[src/rtl/mem_bus_arbiter.sv]
// Shares one memory bus between fetch and data ports; one outstanding transaction, data lanes aligned/extended.
// Latency: accept -> bus_req next cycle, response one cycle after bus_rvalid (3 cycles minimum).
// Backpressure: ready only in IDLE; bus_gnt stalls REQ, timeout after MAX_WAIT WAIT cycles. Macro MEM_BUS_ARBITER_FAIR_EN enables tie alternation.
module mem_bus_arbiter #(
    parameter int unsigned MAX_WAIT = 255
) (
    input  logic        clk,
    input  logic        reset_n,
    input  logic        i_req,
    input  logic [31:0] i_addr,
    output logic        i_ready,
    output logic        i_rvalid,
    output logic [31:0] i_rdata,
    output logic        i_error,
    input  logic        d_load,
    input  logic        d_store,
    input  logic [31:0] d_addr,
    input  logic [31:0] d_wdata,
    input  logic [1:0]  d_size,
    input  logic        d_signed,
    output logic        d_ready,
    output logic        d_rvalid,
    output logic [31:0] d_rdata,
    output logic        d_error,
    output logic        bus_req,
    output logic        bus_we,
    output logic [31:0] bus_addr,
    output logic [31:0] bus_wdata,
    output logic [3:0]  bus_strb,
    input  logic        bus_gnt,
    input  logic        bus_rvalid,
    input  logic [31:0] bus_rdata
);

    typedef enum logic [1:0] {
        ST_IDLE = 2'd0,
        ST_REQ  = 2'd1,
        ST_WAIT = 2'd2
    } state_t;

    localparam logic [7:0] WAIT_LAST = 8'(MAX_WAIT - 1);

    state_t      state;
    state_t      state_nxt;
    logic        d_any;
    logic        pick_d;
    logic        i_acc;
    logic        d_acc;
    logic        d_ill;
    logic        timeout;
    logic        owner_d;
    logic [1:0]  r_size;
    logic [1:0]  r_off;
    logic        r_signed;
    logic [7:0]  wait_cnt;
    logic [3:0]  d_strb;
    logic [31:0] d_lane_wdata;
    logic [31:0] rd_shift;
    logic [31:0] load_data;

    assign d_any = d_load | d_store;

`ifdef MEM_BUS_ARBITER_FAIR_EN
    // last_owner: 1 = data port won the most recent grant
    logic last_owner;

    always_ff @(posedge clk) begin
        if (!reset_n) begin
            last_owner <= 1'b0;
        end else if (i_acc || d_acc) begin
            last_owner <= d_acc;
        end
    end

    always_comb begin
        pick_d = d_any;
        if (d_any && i_req) begin
            pick_d = !last_owner;
        end
    end
`else
    always_comb begin
        pick_d = d_any;
    end
`endif

    assign i_ready = (state == ST_IDLE) && reset_n && i_req && !pick_d;
    assign d_ready = (state == ST_IDLE) && reset_n && d_any && pick_d;
    assign i_acc   = i_ready;
    assign d_acc   = d_ready;
    assign d_ill   = d_acc && (d_size == 2'b11);
    assign bus_req = (state == ST_REQ);
    assign timeout = (state == ST_WAIT) && !bus_rvalid && (wait_cnt == WAIT_LAST);

    always_comb begin
        d_strb = 4'hF;
        case (d_size)
            2'b00:   d_strb = 4'b0001 << d_addr[1:0];
            2'b01:   d_strb = 4'b0011 << d_addr[1:0];
            default: d_strb = 4'hF;
        endcase
    end

    assign d_lane_wdata = d_wdata << {d_addr[1:0], 3'b000};
    assign rd_shift     = bus_rdata >> {r_off, 3'b000};

    always_comb begin
        load_data = rd_shift;
        case (r_size)
            2'b00:   load_data = r_signed ? {{24{rd_shift[7]}}, rd_shift[7:0]}
                                          : {24'b0, rd_shift[7:0]};
            2'b01:   load_data = r_signed ? {{16{rd_shift[15]}}, rd_shift[15:0]}
                                          : {16'b0, rd_shift[15:0]};
            default: load_data = rd_shift;
        endcase
    end

    always_ff @(posedge clk) begin
        if (!reset_n) begin
            state <= ST_IDLE;
        end else begin
            state <= state_nxt;
        end
    end

    always_comb begin
        state_nxt = state;
        case (state)
            ST_IDLE: begin
                if (i_acc || (d_acc && !d_ill)) begin
                    state_nxt = ST_REQ;
                end
            end
            ST_REQ: begin
                if (bus_gnt) begin
                    state_nxt = ST_WAIT;
                end
            end
            ST_WAIT: begin
                if (bus_rvalid || timeout) begin
                    state_nxt = ST_IDLE;
                end
            end
            default: state_nxt = ST_IDLE;
        endcase
    end

    always_ff @(posedge clk) begin
        if (!reset_n) begin
            owner_d   <= 1'b0;
            bus_we    <= 1'b0;
            bus_addr  <= 32'b0;
            bus_wdata <= 32'b0;
            bus_strb  <= 4'b0;
            r_size    <= 2'b0;
            r_off     <= 2'b0;
            r_signed  <= 1'b0;
            wait_cnt  <= 8'b0;
            i_rvalid  <= 1'b0;
            i_rdata   <= 32'b0;
            i_error   <= 1'b0;
            d_rvalid  <= 1'b0;
            d_rdata   <= 32'b0;
            d_error   <= 1'b0;
        end else begin
            i_rvalid <= 1'b0;
            i_error  <= 1'b0;
            d_rvalid <= 1'b0;
            d_error  <= 1'b0;

            if (i_acc) begin
                owner_d   <= 1'b0;
                bus_we    <= 1'b0;
                bus_addr  <= i_addr & ~32'h3;
                bus_wdata <= 32'b0;
                bus_strb  <= 4'hF;
                r_size    <= 2'b10;
                r_off     <= 2'b00;
                r_signed  <= 1'b0;
            end else if (d_acc && !d_ill) begin
                owner_d   <= 1'b1;
                bus_we    <= d_store;
                bus_addr  <= d_addr & ~32'h3;
                bus_wdata <= d_lane_wdata;
                bus_strb  <= d_strb;
                r_size    <= d_size;
                r_off     <= d_addr[1:0];
                r_signed  <= d_signed;
            end

            // illegal size never reaches the bus; answered directly from IDLE
            if (d_ill) begin
                d_rvalid <= 1'b1;
                d_error  <= 1'b1;
                d_rdata  <= 32'b0;
            end

            if ((state == ST_REQ) && bus_gnt) begin
                wait_cnt <= 8'b0;
            end else if ((state == ST_WAIT) && !bus_rvalid) begin
                wait_cnt <= wait_cnt + 8'd1;
            end

            if ((state == ST_WAIT) && bus_rvalid) begin
                if (owner_d) begin
                    d_rvalid <= 1'b1;
                    d_rdata  <= bus_we ? 32'b0 : load_data;
                end else begin
                    i_rvalid <= 1'b1;
                    i_rdata  <= bus_rdata;
                end
            end else if (timeout) begin
                if (owner_d) begin
                    d_rvalid <= 1'b1;
                    d_error  <= 1'b1;
                    d_rdata  <= 32'b0;
                end else begin
                    i_rvalid <= 1'b1;
                    i_error  <= 1'b1;
                    i_rdata  <= 32'b0;
                end
            end
        end
    end

endmodule

[config.mk]
export PLATFORM = sky130hd
export DESIGN_NAME = mem_bus_arbiter
export DESIGN_NICKNAME = d
export VERILOG_FILES = /design/src/rtl/mem_bus_arbiter.sv
export SDC_FILE = /design/constraint.sdc
export NUM_CORES = 1
export LEC_CHECK = 0
export CORE_MARGIN = 10
export CORE_UTILIZATION = 39
export DETAILED_ROUTE_END_ITERATION = 8
export PLACE_DENSITY = 0.77
export SLEW_MARGIN = 10
export SYNTH_ARGS = -nofsm -noshare
export SYNTH_HDL_FRONTEND = slang
export SYNTH_SLANG_ARGS = --single-unit
[constraint.sdc]
create_clock -name clk -period 1.8 [get_ports clk]
set_input_delay 0.18 -clock clk [delete_from_list [all_inputs] [get_ports clk]]
set_output_delay 0.18 -clock clk [all_outputs]
set_load 0.02 [all_outputs]
==> impl_metrics.csv, run 1 <==
group,metric,value,unit
drt,antenna_left,0,
place,gp_congestion,0.9124,
clock_tree,clock-sinks,151,
clock_tree,cts_made_buffers,17,
pwr,irDropWorstVdd,726.2,uV
finish,final_nets,1219,
place,dp_hpwl,19750,um
timing,finalSetupTns,0,ns
yosys,synth_cells,770,
clock_tree,cts_tree,"yes",
floorplan,ios,278,
yosys,synth-edff-count,0,
pwr,p_leak,4.066,nW
yosys,synth.avg_cell_area,8.794,um2
yosys,synth_top_flop_cell,"dfxtp_1",
drt,drc,0,
finish,drive_above_1_share,14.04,%
hold_path,hold_path_class,"in2reg",
pwr,comb_power_share,18.9,%
grt,grt_pass1_vias,6895,
pwr,switching_power,2.309,mW
worst_setup_path,crit_type,"reg2out",
floorplan,start_util,39.42,%
outcome,status,"finished clean",
floorplan,chipWidth,151.8,um
yosys,synth_area_leaders,"dfxtp_1 45%, nor2_1 4.8%, mux2i_1 4.7%, a22oi_1 4.5%, nand2_1 4.2%",
worst_setup_path,cp.arrival,1.59,ns
floorplan,core_area,17180,um2
yosys,ys_seq_elements,151,
yosys,yosysWarnings,0,
grt,grt_max_degree,63,
clock_tree,clk_pin_slew_worst_paths,0.06,ns
yosys,synthArstFlopShare,0,%
drt,dr.pass1.iters,6,
timing,setup_viol,0,
clock_tree,cts_buffer_depth,2,
timing,hold_viol,0,
timing,tightest_slew,0.7207,ns
grt,grt_pass1_wl,39650,um
drt,wirelength,27420,um
pwr,power,9.070,mW
yosys,synth_cell_types,59,
pwr,pwr-share-seq,39.3,%
pwr,pwr-share-clk,41.8,%
clock_tree,cts_hold_buf,0,
worst_setup_path,startpoint_type,"flip-flop",
finish,final_cell_mix,"268 x clkdlybuf4s50_1, 149 x dfxtp_1, 85 x nor2_1, 75 x nand2_1, 73 x buf_4",
finish,areaGrowthSynthToFinish,62.64,%
finish,fin_cells,1318,
floorplan,die_height,151.8,um
clock_tree,clk-insertion-delay-late,0.42,ns
yosys,yosysTopAreaCellShare,44.64,%
drt,wl_per_cell,20.80,um
drt,via_count,7253,
finish,multi_input_area,3457,um2
yosys,synth_area,6771,um2
timing,slew_headroom,51.85,%
clock_tree,clockRootBuffer,"clkbuf_16",
clock_tree,h-tree-depth,4,
drt,drtIter0Drc,603,
yosys,yosysTopAreaCell,"dfxtp_1",
timing,finalClockSkew,0.01152,ns
worst_setup_path,worstPathRequired,1.62,ns
floorplan,dieArea,23030,um2
timing,fmax,564.7,MHz
grt,grt_antenna_before_repair,3,
timing,slew_viol_final,0,
pwr,p_sw_share,25.45,%
drt,vias_per_cell,5.503,
timing,min_period,1.771,ns
grt,grt_usage,22.14,%
pwr,intPower,6.762,mW
timing,fin_crit_sh,98.39,%
place,place_inst,1276,
pwr,power_density,823.6,nW/um2
grt,grt_remaining_overflow,0,
floorplan,row_count,48,
finish,mostFrequentLayoutCell,"clkdlybuf4s50_1",
job,cap_violations,0,
worst_setup_path,end_kind,"primary output",
worst_setup_path,worst-path-max-fanout,8,
finish,fillers,1423,
place,place.port_buffers,273,
yosys,yosysSeqAreaShare,44.64,%
finish,regArea,3025,um2
==> stage by stage <==
step                util (%)  hold slack [ns]  setup slack, ns  area (um2)
floorplan                  -           0.3160          0.01202        6775
global placement       59.40           0.4381          -0.2600       10200
detailed placement     59.40           0.4439          -0.3092       10200
CTS                    63.41           0.3072          0.01997       10890
global route           64.09           0.3625         -0.03612       11010
finish                 64.12           0.3188          0.02903       11010
==> cell type report <==
cell class,count,area share (%)
tap,225,2.556
sequential,151,27.47
inverter,6,0.2045
clock inverter,8,1.329
clock buffer,22,4.306
multi-input combinational,541,31.39
antenna,3,0.06817
timing repair buffer,362,32.67
==> per-layer routing <==
metal	up-vias	GRT usage [%]	wire length, um
li1	3430	-	-
met3	58	6.029	2155
met1	3476	25.83	10590
met4	2	8.484	860
met5	-	0	20
met2	287	37.84	13790
==> worst paths after layout <==
| check | startpoint | endpoint | slack (ns) | depth (start not counted) |
|---|---|---|---|---|
| min | d_signed | r_signed$_SDFFE_PP0P_ | 0.32 | 3 |
| max | state[0]$_SDFFE_PN0P_ | i_ready | 0.03 | 6 |
| max reg2reg | r_off[1]$_SDFFE_PP0P_ | d_rdata[25]$_SDFF_PN0_ | 0.07 | 5 |
| min reg2reg | bus_wdata[5]$_SDFFE_PP0P_ | bus_wdata[5]$_SDFFE_PP0P_ | 0.45 | 2 |
==> state kept, by name (all words and copies together) (netlist names) <==
register,count
r_size,2
bus_wdata,32
bus_addr,30
d_rdata,32
r_off,2
d_error,1
bus_we,1
owner_d,1
state,2
wait_cnt,8
i_rdata,32
d_rvalid,1
r_signed,1
i_error,1
bus_strb,4
i_rvalid,1
==> repair_timing <==
item	CTS	global route
buffers inserted	4	2
endpoints found under the setup margin	19	27
gates resized for setup	10	13
hold endpoints to repair	0	0
pin swaps	2	4
gates cloned	1	2
==> synthesized netlist by cell type, drive strengths merged (12+ instances only) <==
| master | count |
|---|---|
| dfxtp | 151 |
| nor2 | 86 |
| nand2 | 75 |
| a21oi | 49 |
| nor3 | 49 |
| a22oi | 41 |
| clkbuf | 41 |
| buf | 32 |
| mux2i | 32 |
| nand3 | 22 |
| o221ai | 21 |
| a211oi | 16 |
| o21a | 15 |
| nor2b | 12 |
==> worst max-delay path, cell delays in order (launching register included) <==
cell and delay [ns]:
dfxtp_1 0.31, buf_4 0.17, nor3b_4 0.21, nand3_2 0.13, inv_2 0.11, buf_12 0.11
buf_4 0.13
==> kinds of logic after synthesis <==
family / count (synthesis) / share of synthesized area [%]
xor+xnor: 7 / 0.9054
flops: 151 / 44.64
fa+ha+maj: 2 / 0.3695
buf+inv: 79 / 5.451
mux: 42 / 6.560
compound gates: 201 / 21.90
other cells: 1 / 0.05538
simple gates: 287 / 20.12
==> power by group through the flow <==
stage / sequential [mW] / combinational [mW] / clock (mW)
after CTS: 3.56 / 1.66 / 3.81
after detailed placement: 3.63 / 1.63 / 0
after global placement: 3.63 / 1.62 / 0
final: 3.56 / 1.71 / 3.79
after global routing: 3.58 / 1.82 / 3.95
after floorplan: 3.77 / 0.585 / 0
No activity file was read; power rests on OpenSTA's default activity.
==> inputs of run 2 (changes only) <==
- ABC_AREA: not set -> 1
- CAP_MARGIN: not set -> 20
- CORE_UTILIZATION: 39 -> 40
- HOLD_SLACK_MARGIN: not set -> 0.05
- PLACE_DENSITY: 0.77 -> 0.78
==> impl_metrics.csv, run 2 <==
group,metric,value,unit
yosys,synth_top_flop_cell,"dfxtp_1",
floorplan,dieArea,23060,um2
floorplan,row_count,48,
timing,whs,0.3533,ns
worst_setup_path,path_cells,"nor2_1 -> nand2_2 -> a21oi_4 -> clkdlybuf4s15_1",
worst_setup_path,end_kind,"primary output",
clock_tree,clk-insertion-delay-late,0.42,ns
yosys,synth_most_common_cell,"nand2_1",
floorplan,ios,278,
worst_setup_path,max_stage_delay,0.37,ns
finish,largestRegisters,"bus_wdata x32, d_rdata x32, i_rdata x32",
pwr,irDropWorstVdd,657.4,uV
yosys,yosys-top-cells-count,"253 x nand2_1, 151 x dfxtp_1, 105 x nor2_1",
finish,drive_above_1_share,8.115,%
drt,antenna_left,0,
pwr,switching_power,2.503,mW
hold_path,hold_path_class,"in2reg",
grt,grt_remaining_overflow,0,
floorplan,die_height,151.8,um
finish,finalInstanceArea,10660,um2
place,place_area,10070,um2
drt,wirelength,25030,um
finish,final_cell_mix,"270 x clkdlybuf4s50_1, 253 x nand2_1, 151 x dfxtp_1, 104 x nor2_1, 103 x a21oi_1",
pwr,p_sw_share,28.37,%
yosys,muxShareOfSynthArea,0,%
grt,grt_antenna_before_repair,0,
timing,slew_viol_final,0,
yosys,synth_cell_types,39,
yosys,synth_area_leaders,"dfxtp_1 43%, nand2_1 14%, a21oi_1 7.4%, nor2_1 5.7%, o21ai_0 5.4%",
grt,grt_max_degree,77,
timing,slew_headroom,64.76,%
place,gp_congestion,0.8974,
finish,mostFrequentLayoutCell,"clkdlybuf4s50_1",
pwr,power_density,827.7,nW/um2
timing,hold_viol,0,
floorplan,core_area,17180,um2
pwr,pwr-share-seq,40.2,%
pwr,p_leak,4.123,nW
clock_tree,clock-sinks,151,
grt,grt_pass1_vias,7522,
grt,grt_pass1_wl,40290,um
yosys,yosysTopAreaCell,"dfxtp_1",
yosys,synthSimpleGateAreaFrac,31.11,%
yosys,synth_top_family_by_area,"simple AND/OR/NAND/NOR gates",
yosys,ys_seq_elements,151,
drt,via_count,7669,
timing,setup_viol,0,
finish,areaGrowthSynthToFinish,53.27,%
job,cap_violations,0,
worst_setup_path,startpoint_type,"flip-flop",
timing,fmax,589.4,MHz
timing,fin_crit_sh,94.26,%
worst_setup_path,slowest_stage,"clkdlybuf4s15_1",
grt,grt_usage,21.10,%
drt,wl_per_cell,16.89,um
worst_setup_path,worstPathRequired,1.62,ns
drt,drc,0,
worst_setup_path,cp.arrival,1.52,ns
finish,antenna_cells,0,
pwr,intPower,6.318,mW
timing,finalClockSkew,0.008018,ns
drt,drtIter0Drc,582,
place,place.port_buffers,273,
yosys,yosysSeqAreaShare,43.48,%
worst_setup_path,crit_type,"reg2out",
yosys,yosysTopAreaCellShare,43.48,%
outcome,status,"finished clean",
drt,vias_per_cell,5.175,
worst_setup_path,worst-path-max-fanout,3,
timing,rsz0062_at_grt,"false",
finish,final_nets,1384,
timing,min_period,1.697,ns
yosys,synth_compound_area_share,16.79,%
yosys,synth_cells,985,
pwr,pwr-share-clk,40.9,%
yosys,synthXorXnorAreaFrac,0.3779,%
clock_tree,clockRootBuffer,"clkbuf_16",
clock_tree,post-cts-setup-buffer-count,0,
yosys,synth-edff-count,0,
yosys,synth-adder-area-share,0.3599,%
pwr,comb_power_share,18.9,%
yosys,synth.avg_cell_area,7.059,um2
timing,tightest_slew,0.5280,ns
clock_tree,cts_made_buffers,17,
yosys,yosysWarnings,0,
finish,final_util,62.04,%
clock_tree,cts_buffer_depth,2,
clock_tree,cts_tree,"yes",
yosys,synthArstFlopShare,0,%
clock_tree,clk_pin_slew_worst_paths,0.06,ns
floorplan,start_util,40.48,%
yosys,synth_area,6953,um2
floorplan,chipWidth,151.8,um
clock_tree,cts_hold_buf,0,
drt,dr.pass1.iters,6,
place,dp_hpwl,19020,um
clock_tree,h-tree-depth,4,
-- run 2: cell types whose count changed in the layout (fill, tap and decap cells not counted), sizes merged, moves of 25 or more --
cell / before / now
a21oi: 49 / 104
a22oi: 41 / 8
buf: 89 / 39
inv: 6 / 54
mux2i: 32 / 0
nand2: 75 / 259
nand3: 22 / 65
nand4: 4 / 34
nor2: 86 / 111
nor3: 49 / 23
o21ai: 8 / 79
-- run 2: logic make-up (layout without fill, tap and decap cells) --
logic type / count (synthesis) / count (layout)
simple gates: 493 / 493
compound gates: 215 / 215
flops: 151 / 151
buf+inv: 120 / 391
xor+xnor: 3 / 3
fa+ha+maj: 2 / 2
other cells: 1 / 2
-- run 2: per-layer routing --
layer / vias up / part of all wire (%) / track usage, %
met3: 28 / 9.8 / 7.423
met5: - / 0 / 0
met1: 3506 / 40 / 24.41
met4: 0 / 1.3 / 6.327
li1: 3801 / - / -
met2: 334 / 49 / 35.78
-- run 2: path summary, 6_finish.rpt --
check | from | to | slack [ns] | depth (start not counted)
max reg2reg | r_off[0]$_SDFFE_PP0P_ | d_rdata[25]$_SDFF_PN0_ | 0.22 | 7
max | state[1]$_SDFFE_PN0P_ | d_ready | 0.10 | 4
min | d_addr[6] | bus_addr[6]$_SDFFE_PN0P_ | 0.35 | 3
min reg2reg | i_rdata[9]$_SDFFE_PN0P_ | i_rdata[9]$_SDFFE_PN0P_ | 0.46 | 2
-- run 2: power groups by stage --
stage | Sequential [mW] | Combinational, mW | Clock [mW]
floorplan | 3.76 | 0.694 | 0
global placement | 3.62 | 1.65 | 0
detailed placement | 3.62 | 1.67 | 0
CTS | 3.55 | 1.67 | 3.67
global route | 3.56 | 1.82 | 3.82
finish | 3.55 | 1.66 | 3.61
-- run 2: final cells by class --
cell class                      count  area [um2]
Inverter                           48       180.2
Multi-Input combinational cell    715        3392
Tap cell                          225       281.5
Clock inverter                     15       167.7
Clock buffer                       17       425.4
Fill cell                        1588        6520
Timing Repair Buffer              311        3187
Sequential cell                   151        3023
-- run 2: metrics by stage --
stage	instances	setup slack, ns	power (mW)	TNS (ns)
finish	1482	0.1034	8.821	0
global route	1482	0.001278	9.199	0
CTS	1482	0.03243	8.893	0
detailed placement	1450	-0.1256	5.288	-0.4864
global placement	1450	-0.1131	5.269	-0.2113
floorplan	986	0.2797	4.453	0
-- run 2: critical path: cells and delay by family (launching register included) --
kind                   cells  cell delay (ns)
AOI/OAI and AO/OA          1             0.18
and+or+nand+nor            2             0.24
DFF                        1             0.31
buffers and inverters      1             0.37
-- run 2: what timing repair did --
action,CTS,global route
gates cloned,0,0
endpoints found under the setup margin,3,1
endpoints found under the hold margin,0,0
resized for setup,6,1
==> inputs of run 3 (changes only) <==
- CTS_BUF_LIST: not set -> sky130_fd_sc_hd__clkbuf_4 sky130_fd_sc_hd__clkbuf_8 sky130_fd_sc_hd__clkbuf_16
==> results of run 3 <==
The final DEF is identical to that of run 2; final timing and power are the same.
==> edit: new RTL, flow settings as in run 3 <==
Encoding of `state_t`: now one-hot (3 bits for 3 states).
--- a/src/rtl/mem_bus_arbiter.sv
+++ b/src/rtl/mem_bus_arbiter.sv
@@ -32,10 +32,10 @@
     input  logic [31:0] bus_rdata
 );
 
-    typedef enum logic [1:0] {
-        ST_IDLE = 2'd0,
-        ST_REQ  = 2'd1,
-        ST_WAIT = 2'd2
+    typedef enum logic [2:0] {
+        ST_IDLE = 3'b001,
+        ST_REQ  = 3'b010,
+        ST_WAIT = 3'b100
     } state_t;
 
     localparam logic [7:0] WAIT_LAST = 8'(MAX_WAIT - 1);
Behaviour: same outputs for any inputs over 4 cycles, from zero or initial values and one cycle with reset_n low; so few cycles prove little.
==> edit against run 3 <==
Cell area is 4.6% higher. Setup slack worse by 0.021 ns. Synthesized area is 5.3% higher. Hold slack better by 0.0044 ns. Sequential cell count is 1 higher. Power is 2.8% higher. Routed wire length is 8.2% higher. Highest routed layer unchanged.
==> edit: results (changes against run 3) <==
=============================================================================
Status ......................................................... complete, no violations   unchanged
Fill cells .....................................................         1607   was 1588
Number of synthesized flops with an enable pin .................            0   unchanged
First-pass GRT wire length .....................................     42800 um   was 40300 um
Vias per cell ..................................................         5.15   was 5.17
Vias in the first global route .................................         8138   was 7522
Maximum level of the CTS H-tree ................................            4   unchanged
Critical path data arrival time ................................      1.54 ns   was 1.52 ns
Iteration-0 DRC count of the detailed router ...................          512   was 582
Wire length reported by the detailed router ....................     27100 um   was 25000 um
Largest registers .............................................. bus_wdata (32), d_rdata (32), i_rdata (32)   unchanged
Post-place instance area .......................................   0.0106 mm2   was 0.0101 mm2
Post-synth cell types ..........................................           34   was 39
Growth of design area from synthesis to finish .................        52.2%   was 53.3%
Commonest cells post-synth ..................................... 357 x sky130_fd_sc_hd__nand2_1, 152 x sky130_fd_sc_hd__dfxtp_1, 135 x sky130_fd_sc_hd__a21oi_1   was 253 x sky130_fd_sc_hd__nand2_1, 151 x sky130_fd_sc_hd__dfxtp_1, 105 x sky130_fd_sc_hd__nor2_1
Maximum number of pins on one net before global-route repair ...           65   was 77
Buffer levels on the longest clock path ........................            2   unchanged
Global-route usage over all layers .............................        21.8%   was 21.1%
Portion of the post-synthesis area used by sequential elements .        41.5%   was 43.5%
Async set or reset register ratio after synthesis ..............           0%   unchanged
Number of clock buffers inserted by TritonCTS ..................           17   unchanged
Half-perimeter wire length after placement .....................     20300 um   was 19000 um
Pre-antenna DRT Iters ..........................................            5   was 6
Clock tree skew after final layout .............................    0.0101 ns   was 0.00802 ns
Antenna violations before repair ...............................            0   unchanged
Fraction of final layout cells sized beyond drive strength 1 ...        7.99%   was 8.11%
Largest cells by area after synthesis .......................... sky130_fd_sc_hd__dfxtp_1 42%, sky130_fd_sc_hd__nand2_1 18%, sky130_fd_sc_hd__a21oi_1 9.2%   was sky130_fd_sc_hd__dfxtp_1 43%, sky130_fd_sc_hd__nand2_1 14%, sky130_fd_sc_hd__a21oi_1 7.4%
Maximum VDD drop ...............................................     0.711 mV   was 0.657 mV
Number of warnings issued by yosys .............................            0   unchanged
Total of buffers placed on input and output ports ..............          273   unchanged
Buffers inserted during post-CTS setup optimization ............            0   unchanged
Clk Latency, worst-skew pair ...................................      0.43 ns
Standby leakage power ..........................................      4.56 nW   was 4.12 nW
Min-delay worst type ...........................................    in -> reg   unchanged
Final Net Count ................................................         1504   was 1384
Global placement routability congestion ........................        0.885   was 0.897
Root buffer cell ............................................... sky130_fd_sc_hd__clkbuf_16   unchanged
Clock slew at reported path FFs ................................      0.06 ns   about the same
Largest fanout on the critical path ............................            3   unchanged
=============================================================================
edit: layout make-up:
| type | count | share of cell area [%] |
|---|---|---|
| multi-input cells | 790 | 32.6 |
| repair buffers | 332 | 30.0 |
| flip-flops and latches | 152 | 27.3 |
| clock buffers | 20 | 4.19 |
| well taps | 229 | 2.57 |
| inverters | 71 | 2.40 |
| clock inverters | 11 | 0.898 |
| diodes | 1 | 0.0225 |
edit: what timing repair did:
item	CTS	global route
resized for setup	4	2
pin swaps	0	0
endpoints found under the hold margin	0	0
endpoints found under the setup margin	3	2
edit: power by group:
part / internal, mW / switching (mW)
registers: 3.53 / 0.100
clock network: 2.00 / 1.46
logic: 0.914 / 1.07
total: 6.44 / 2.62
edit: final timing paths:
path	startpoint	cells past startpoint	to	slack, ns
max reg2reg	state[2]	8	bus_addr[16]	0.23
min reg2reg	i_rdata[15]	2	i_rdata[15]	0.46
min	bus_rdata[3]	3	i_rdata[3]	0.36
max	state[2]	4	d_ready	0.08
edit: kinds of logic (layout without fill, tap and decap cells):
logic type	after synthesis	after routing	share of synthesized area [%]
simple gates	535	535	31.1
compound gates	245	245	17.1
flops	152	152	41.5
buf+inv	152	434	9.02
mux	5	5	0.683
fa+ha+maj	2	2	0.342
other cells	1	3	0.0512
xor+xnor	1	1	0.120
edit: metrics by stage:
step / setup slack, ns / instances / hold slack (ns)
finish: 0.0823 / 1606 / 0.358
global route: 0.000781 / 1605 / 0.360
CTS: 0.0143 / 1605 / 0.348
detailed placement: -0.104 / 1574 / 0.451
global placement: -0.0959 / 1574 / 0.447
floorplan: 0.369 / 1094 / 0.278
edit: critical path: stages (launching register included):
cell and delay [ns]:
sky130_fd_sc_hd__dfxtp_1 0.32, sky130_fd_sc_hd__inv_1 0.15, sky130_fd_sc_hd__nand4_4 0.16, sky130_fd_sc_hd__nor2_4 0.15
sky130_fd_sc_hd__clkdlybuf4s15_1 0.34
edit: layer usage:
layer / routed length, um / vias up / global-route usage [%]
met5: 0 / - / 0
met4: 530 / 0 / 6.33
met3: 2890 / 36 / 9.68
met2: 13200 / 316 / 36.6
met1: 10500 / 3797 / 24.3
li1: - / 4116 / -
